==> src/rtl/mips_ni_ctrl.sv <==
`default_nettype none
// ============================================================================
//  Module      : mips_ni_ctrl
//  Description : Traffic sequencer between a pipelined MIPS core and its
//                network interface (NI).
//                  TX : sends issued from EX are queued in a small FIFO
//                       (payload + destination) and drained to the NI with a
//                       valid/ready handshake. A full FIFO stalls the core.
//                  RX : one NI word at a time is captured, held until the
//                       core is ready, and delivered to the register-file
//                       write port with a single-cycle strobe.
//  Ports       :
//    clk, rst                    clock / synchronous active-high reset
//    current_node                address of this node
//    proc_valid_E, to_ni,
//    dest_add_E                  send request from EX stage
//    proc_ready_in_E             core can take an RX word this cycle
//    stall_F                     core must hold (send refused, FIFO full)
//    ni_tx_valid/data/dest/ready TX handshake towards the NI
//    ni_rx_valid/data/ready      RX handshake from the NI
//    wd_NI, data_valid, mips_ni  RX word, pending flag, write strobe
//    tx_count                    TX FIFO occupancy
//    err_self                    sticky flag: a send to ourselves was dropped
//  Revision    : 1.0  initial release
// ============================================================================
module mips_ni_ctrl #(
    parameter int DATA_W = 32,
    parameter int NODE_W = 2,
    parameter int DEPTH  = 4
) (
    input  logic                       clk,
    input  logic                       rst,
    input  logic [NODE_W-1:0]          current_node,
    input  logic                       proc_valid_E,
    input  logic [DATA_W-1:0]          to_ni,
    input  logic [NODE_W-1:0]          dest_add_E,
    input  logic                       proc_ready_in_E,
    output logic                       stall_F,
    output logic                       ni_tx_valid,
    output logic [DATA_W-1:0]          ni_tx_data,
    output logic [NODE_W-1:0]          ni_tx_dest,
    input  logic                       ni_tx_ready,
    input  logic                       ni_rx_valid,
    input  logic [DATA_W-1:0]          ni_rx_data,
    output logic                       ni_rx_ready,
    output logic [DATA_W-1:0]          wd_NI,
    output logic                       data_valid,
    output logic                       mips_ni,
    output logic [$clog2(DEPTH):0]     tx_count,
    output logic                       err_self
);

    localparam int AW    = $clog2(DEPTH);
    localparam int CW    = AW + 1;
    localparam int ENT_W = NODE_W + DATA_W;

    localparam logic [CW-1:0] C_FULL_COUNT = CW'(DEPTH);

    // ------------------------------------------------------------------------
    // TX FIFO
    // ------------------------------------------------------------------------
    logic [ENT_W-1:0] r_mem [DEPTH];
    logic [AW-1:0]    r_wr_ptr;
    logic [AW-1:0]    r_rd_ptr;
    logic [CW-1:0]    r_count;
    logic             r_err_self;

    logic w_full;
    logic w_empty;
    logic w_self_send;
    logic w_remote_send;
    logic w_push;
    logic w_pop;

    assign w_full        = (r_count == C_FULL_COUNT);
    assign w_empty       = (r_count == '0);
    assign w_self_send   = proc_valid_E && (dest_add_E == current_node);
    assign w_remote_send = proc_valid_E && (dest_add_E != current_node);

    // Full is evaluated on the pre-edge occupancy, so a pop in the same cycle
    // does not open a slot for the push; the core simply re-presents next cycle.
    assign w_push = w_remote_send && !w_full;
    assign w_pop  = !w_empty && ni_tx_ready;

    assign stall_F = w_remote_send && w_full;

    // Storage needs no reset: occupancy and pointers define what is valid.
    always_ff @(posedge clk) begin
        if (w_push) begin
            r_mem[r_wr_ptr] <= {dest_add_E, to_ni};
        end
    end

    always_ff @(posedge clk) begin
        if (rst) begin
            r_wr_ptr <= '0;
            r_rd_ptr <= '0;
            r_count  <= '0;
        end else begin
            // DEPTH is a power of two, so natural pointer overflow wraps.
            if (w_push) begin
                r_wr_ptr <= r_wr_ptr + AW'(1);
            end
            if (w_pop) begin
                r_rd_ptr <= r_rd_ptr + AW'(1);
            end
            case ({w_push, w_pop})
                2'b10:   r_count <= r_count + CW'(1);
                2'b01:   r_count <= r_count - CW'(1);
                default: r_count <= r_count;
            endcase
        end
    end

    always_ff @(posedge clk) begin
        if (rst) begin
            r_err_self <= 1'b0;
        end else if (w_self_send) begin
            r_err_self <= 1'b1;
        end
    end

    // First-word fall-through: the head entry is driven straight from storage.
    // It cannot change while valid and not popped, because only a pop moves
    // the read pointer and a push never targets the head slot of a non-empty
    // FIFO.
    assign ni_tx_valid              = !w_empty;
    assign {ni_tx_dest, ni_tx_data} = r_mem[r_rd_ptr];
    assign tx_count                 = r_count;
    assign err_self                 = r_err_self;

    // ------------------------------------------------------------------------
    // RX sequencer: capture -> hold until core ready -> one-cycle deliver
    // ------------------------------------------------------------------------
    typedef enum logic [1:0] {
        RX_IDLE    = 2'd0,
        RX_HOLD    = 2'd1,
        RX_DELIVER = 2'd2
    } rx_state_t;

    rx_state_t         r_rx_state;
    rx_state_t         w_rx_next;
    logic [DATA_W-1:0] r_wd_ni;

    always_ff @(posedge clk) begin
        if (rst) begin
            r_rx_state <= RX_IDLE;
        end else begin
            r_rx_state <= w_rx_next;
        end
    end

    always_comb begin
        w_rx_next = r_rx_state;
        case (r_rx_state)
            RX_IDLE: begin
                if (ni_rx_valid) begin
                    w_rx_next = RX_HOLD;
                end
            end
            RX_HOLD: begin
                if (proc_ready_in_E) begin
                    w_rx_next = RX_DELIVER;
                end
            end
            RX_DELIVER: begin
                w_rx_next = RX_IDLE;
            end
            default: begin
                w_rx_next = RX_IDLE;
            end
        endcase
    end

    // The captured word persists after delivery until the next capture.
    always_ff @(posedge clk) begin
        if (rst) begin
            r_wd_ni <= '0;
        end else if ((r_rx_state == RX_IDLE) && ni_rx_valid) begin
            r_wd_ni <= ni_rx_data;
        end
    end

    // Outputs decode the state register only, so they change solely on edges.
    assign ni_rx_ready = (r_rx_state == RX_IDLE);
    assign data_valid  = (r_rx_state == RX_HOLD) || (r_rx_state == RX_DELIVER);
    assign mips_ni     = (r_rx_state == RX_DELIVER);
    assign wd_NI       = r_wd_ni;

endmodule
`default_nettype wire

==> config.mk <==
export PLATFORM = sky130hd
export DESIGN_NAME = mips_ni_ctrl
export DESIGN_NICKNAME = d
export VERILOG_FILES = /design/src/rtl/mips_ni_ctrl.sv
export SDC_FILE = /design/constraint.sdc
export NUM_CORES = 1
export LEC_CHECK = 0
export CAP_MARGIN = 20
export CORE_MARGIN = 5
export CORE_UTILIZATION = 55
export DETAILED_ROUTE_END_ITERATION = 12
export DONT_BUFFER_PORTS = 1
export GPL_TIMING_DRIVEN = 0
export PLACE_DENSITY = 0.7
export SYNTH_ARGS = -nofsm -noshare
export SYNTH_HDL_FRONTEND = slang
export SYNTH_SLANG_ARGS = --single-unit
==> constraint.sdc <==
create_clock -name clk -period 5.8 [get_ports clk]
set_clock_uncertainty 0.05 [all_clocks]
set_input_delay 0.58 -clock clk [delete_from_list [all_inputs] [get_ports clk]]
set_output_delay 0.58 -clock clk [all_outputs]
set_load 0.02 [all_outputs]
Word-level counts from Yosys, hierarchy flattened
Memories as Yosys holds them, arrays and structs flattened. A register that Yosys moved wholly into a read port is not among the register bits.
Index checks and enable logic that the tools add are counted.

storage, ports and cells
  flip-flop bits (word level) = 42
  bits in latches = 0
  RAM bits = 136
  bits in read-only memories = 0
  memories kept = 1

memories
  memory  words  width  read ports  clocked after memory_dff  wr ports  RTL line  source
  r_mem   4      34     1           1                         1         62        logic [ENT_W-1:0] r_mem [DEPTH];

cells by class
  $add $sub $neg = 4
  multiply operators = 0
  div/mod/pow operators = 0
  order comparisons = 0
  equal/unequal tests = 9
  shift operators = 0
  muxes and demuxes = 8
  bitwise gates (word level) = 0
  reduce and logical (&&, ||, !) cells = 13

operator list
  operator             count
  $mux 2               4
  $logic_and 1x1->1    6
  $pmux 3 s2           1
  $add 2x1->2 const B  2
  $eq 2x1->1 const B   2
  $eq 2x2->1 const B   2
  $ne 2x2->1 const B   2
  $pmux 2 s2           1
  $add 3x1->3 const B  1
  $eq 3x3->1 const B   1
  $logic_not 3->1      1
  $sub 3x1->3 const B  1
  $eq 2x2->1           1
  $logic_not 1->1      2
  $logic_not 2->1      1
  $mux 1               2
  $ne 2x2->1           1
  $reduce_and 2->1     1
  $reduce_bool 2->1    1
  $logic_or 1x1->1     1

Depth between registers and ports, before layout
  depth in word-level cells = 5
  gate-level depth with buffers = 9

Worst setup path after synthesis
Ideal clock, no wire load.

  path type = input port to flip-flop
  start = input port dest_add_E[0]
  end = memory r_mem[0][0] (netlist bit) (enable)
  setup time = 0.394 ns
  data arrival time = 2.011 ns
  data required time = 5.356 ns
  path slack = 3.344 ns
  stages on the path = 3
  buffers on the path = 0
  cells stage by stage = xnor2_1 a211oi_4 and2_1

on the way
  cells in the longest elaborated chain, start to end = 5

RTL lines
  what                          RTL line  source
  from (decl)                   36        input logic [NODE_W-1:0] dest_add_E,
  $ne 2x2->1                    78        assign w_remote_send = proc_valid_E && (dest_add_E != current_node);
  $logic_and 1x1->1             78
  $logic_and 1x1->1             82        assign w_push = w_remote_send && !w_full;
  $mux 1                        89        if (w_push) begin
  $mux 1 (not written as such)  90        r_mem[r_wr_ptr] <= {dest_add_E, to_ni};
  to (decl)                     62

No other way between the ends.

==> flow_metrics.env <==
export IMPL_row_count=40
export IMPL_worstPathRequired_ns=5.17
export IMPL_worst_hold_slack_ns=0.198
export IMPL_max_cap_violations=0
export IMPL_end_kind="primary output"
export IMPL_period_share_pct=43.4
export IMPL_synth_area_top_cells="edfxtp_1 (61%), dfxtp_1 (13%), mux4_2 (11%)"
export IMPL_synthTopCellsByCount="edfxtp_1 (136), nand2_1 (66), dfxtp_1 (44), a21oi_1 (37), mux4_2 (34)"
export IMPL_rsz0062_at_grt="false"
export IMPL_totalWireLength_mm=12.2
export IMPL_clock_path_buffers=2
export IMPL_syn_area_mm2=0.00670
export IMPL_nFillCells=848
export IMPL_cts_inserted_buffers=17
export IMPL_hold_path_class="primary input to flop"
export IMPL_num_antenna_cells=0
export IMPL_root_buffer="clkbuf_16"
export IMPL_synth_xor_area_share_pct=0.784
export IMPL_max_clock_freq_mhz=398
export IMPL_first_pass_iters=4
export IMPL_synth_mux_area_share_pct=11.8
export IMPL_r2r_slack_ns=3.38
export IMPL_ys_warn_count=0
export IMPL_r2r_cells=9
export IMPL_gp_congestion=0.764
export IMPL_place_area_mm2=0.00697
export IMPL_synth_most_common_cell="edfxtp_1"
export IMPL_synthAdderAreaFrac_pct=1.98
export IMPL_avgViaCountPerCell=5.75
export IMPL_antenna_found_initial=0
export IMPL_post_drt_wl_per_cell_um=21.2
export IMPL_max_stage_delay_ns=0.45
export IMPL_track_usage_pct=18.1
export IMPL_final_area_mm2=0.00752
export IMPL_synth_simple_gate_area_share_pct=5.49
export IMPL_io_pins=149
export IMPL_synth_top_area_share_pct=60.9
export IMPL_finish_utilization_pct=62.8
export IMPL_worstReg2RegEnd="tx_count[2]$_SDFFE_PP0P_"
export IMPL_synth_top_family_by_area="multiplexers"
export IMPL_worst_slew_pin_slew_ns=0.562
export IMPL_hold_end="r_mem[3][23]$_DFFE_PP_"
export IMPL_min_path_cells=0
export IMPL_fin_setup_tns_ns=0
export IMPL_synth_enable_flop_cells=136
export IMPL_cts_tree="done"
export IMPL_finalMaxSlewViolations=0
export IMPL_clockPowerShare_pct=31.5
export IMPL_r2r_start="tx_count[2]$_SDFFE_PP0P_"
export IMPL_cp_data_arrival_time_ns=1.88
export IMPL_p_sw_w=0.000947
export IMPL_netlist_cell_type_count=29
export IMPL_grt_overflow_total=0
export IMPL_post_cts_buffers=0
export IMPL_clk_pin_slew_ns=0.06
export IMPL_postSynthAreaPerCell_um2=17.0
export IMPL_synth_seq_cells=180
export IMPL_cp_max_fo=10
export IMPL_slew_headroom_pct=62.3
export IMPL_crit_chain="buf_1 > buf_2 > mux4_2"
export IMPL_synth_async_reset_ratio_pct=0
export IMPL_port_buffers=0
export IMPL_hold_buffers=0
export IMPL_post_cts_resized=0
export IMPL_die_area_mm2=0.0145
export IMPL_die_y_um=120
export IMPL_initial_core_util_pct=56.0
export IMPL_coreArea_mm2=0.0120
export IMPL_drc=0
export IMPL_drtIter0Drc=222
export IMPL_vias=3316
export IMPL_criticalPathCategory="flop to primary output"
export IMPL_final_layout_size_suffix_gt1_share_pct=19.5
export IMPL_grt_max_degree=29
export IMPL_nets=501
export IMPL_dieWidth_um=120
export IMPL_synth_main_ff_cell="edfxtp_1"
export IMPL_grt_pass1_wl_mm=19.4
export IMPL_peakVddDrop_mv=0.252
export IMPL_cts_htree_levels=4
export IMPL_combPwrFrac_pct=20.8
export IMPL_clock_latency_ns=0.42
export IMPL_p_sw_share_pct=28.4
export IMPL_grt_pass1_vias=3497
export IMPL_power_density_mw_per_mm2=443
export IMPL_hold_viol_final=0
export IMPL_postRouteAntennaNets=0
export IMPL_period_minus_slack_ns=2.51
export IMPL_cts_sinks=180
export IMPL_status="completed"
export IMPL_power_frac_seq_pct=47.6
export IMPL_critPathSlowestCell="mux4_2"
export IMPL_intPower_w=0.00239
export IMPL_startpoint_type="flop"
export IMPL_synth_area_leader_cell="edfxtp_1"
export IMPL_syn_to_final_growth_pct=12.2
export IMPL_syn_nets=478
export IMPL_leakage_nw=2.48
export IMPL_dp_final_hpwl_mm=8.19
export IMPL_synth_compound_area_share_pct=3.72
export IMPL_syn_inst=394
export IMPL_hp_start="to_ni[23]"
export IMPL_post_layout_nonfiller_instances=577
export IMPL_dpl_cell_count=545
export IMPL_ys_seq_area_share_pct=74.1
export IMPL_setup_viol=0
[cells in the final DEF, fill, tap and decap left out, types with 3 or more instances in the layout]
cell,instances
nand2b_1,4
mux4_2,34
and2_2,4
a21oi_1,37
inv_1,10
dfxtp_1,44
edfxtp_1,136
xor2_1,3
buf_2,7
buf_12,4
buf_1,4
clkbuf_16,17
clkbuf_1,8
clkinv_2,6
nand2_1,66
xnor2_1,3
ha_1,9
buf_6,3
nor2_1,9
[stage by stage]
step                      setup WS [ns]  total power, W
after floorplan                    3.34         0.00219
after global placement             2.57         0.00231
after detailed placement           3.15         0.00233
after CTS                          3.25         0.00337
after global routing               3.17         0.00348
final                              3.29         0.00333
[worst max-delay path by stage]
stage                                  start  cells past startpoint  slack (ns)                       end
floorplan                      dest_add_E[0]                      3        3.34     r_mem[0][0]$_DFFE_PP_
global placement               dest_add_E[0]                      3        2.57    r_mem[3][20]$_DFFE_PP_
detailed placement           current_node[0]                      9        3.15  tx_count[2]$_SDFFE_PP0P_
CTS                                     flop                      3        3.25             ni_tx_dest[1]
global route        tx_count[2]$_SDFFE_PP0P_                      9        3.17  tx_count[2]$_SDFFE_PP0P_
finish                                  flop                      3        3.29            ni_tx_data[11]
[logic make-up after synthesis]
family,Yosys count
AO/OA/AOI/OAI,44
adder cells (fa/ha/maj),10
flip-flops,180
multiplexers,36
XOR/XNOR,6
buffers and inverters,30
AND/OR/NAND/NOR,88
[flip-flops by register name, summed over array words and instances (netlist names), named ones only]
| register | cells |
|---|---|
| err_self | 1 |
| r_mem | 136 |
| r_rd_ptr | 2 |
| r_rx_state | 2 |
| r_wr_ptr | 2 |
| tx_count | 3 |
| wd_NI | 32 |
[critical path, delay by kind of cell (launching register included)]
family,cells,cell delay (ns)
flip-flops,1,0.32
multiplexers,1,0.45
buffers and inverters,2,0.69
[per-layer routing]
metal / up-vias / GRT usage [%] / part of all wire, %
met3: 18 / 7.44 / 9.7
met5: - / 0 / 0
li1: 1522 / - / -
met4: 0 / 7.65 / 1.8
met2: 145 / 28.9 / 51
met1: 1631 / 21.8 / 38
[power groups by stage]
| stage | combinational, W | clock (W) | sequential (W) |
|---|---|---|---|
| floorplan | 0.000588 | 0 | 0.00160 |
| global placement | 0.000692 | 0 | 0.00161 |
| detailed placement | 0.000713 | 0 | 0.00162 |
| CTS | 0.000714 | 0.00107 | 0.00159 |
| global route | 0.000750 | 0.00113 | 0.00160 |
| finish | 0.000695 | 0.00105 | 0.00159 |
[cell type report]
type,count,area [um^2],share of cell area [%]
clock buffer,21,460,6.13
sequential,180,4960,66.1
inverter,10,37.5,0.499
buffer,20,106,1.42
tap,147,184,2.45
multi-input combinational,184,1600,21.3
timing repair buffer,4,80.1,1.07
clock inverter,11,85.1,1.13
Power figures use the tool's default switching activity.
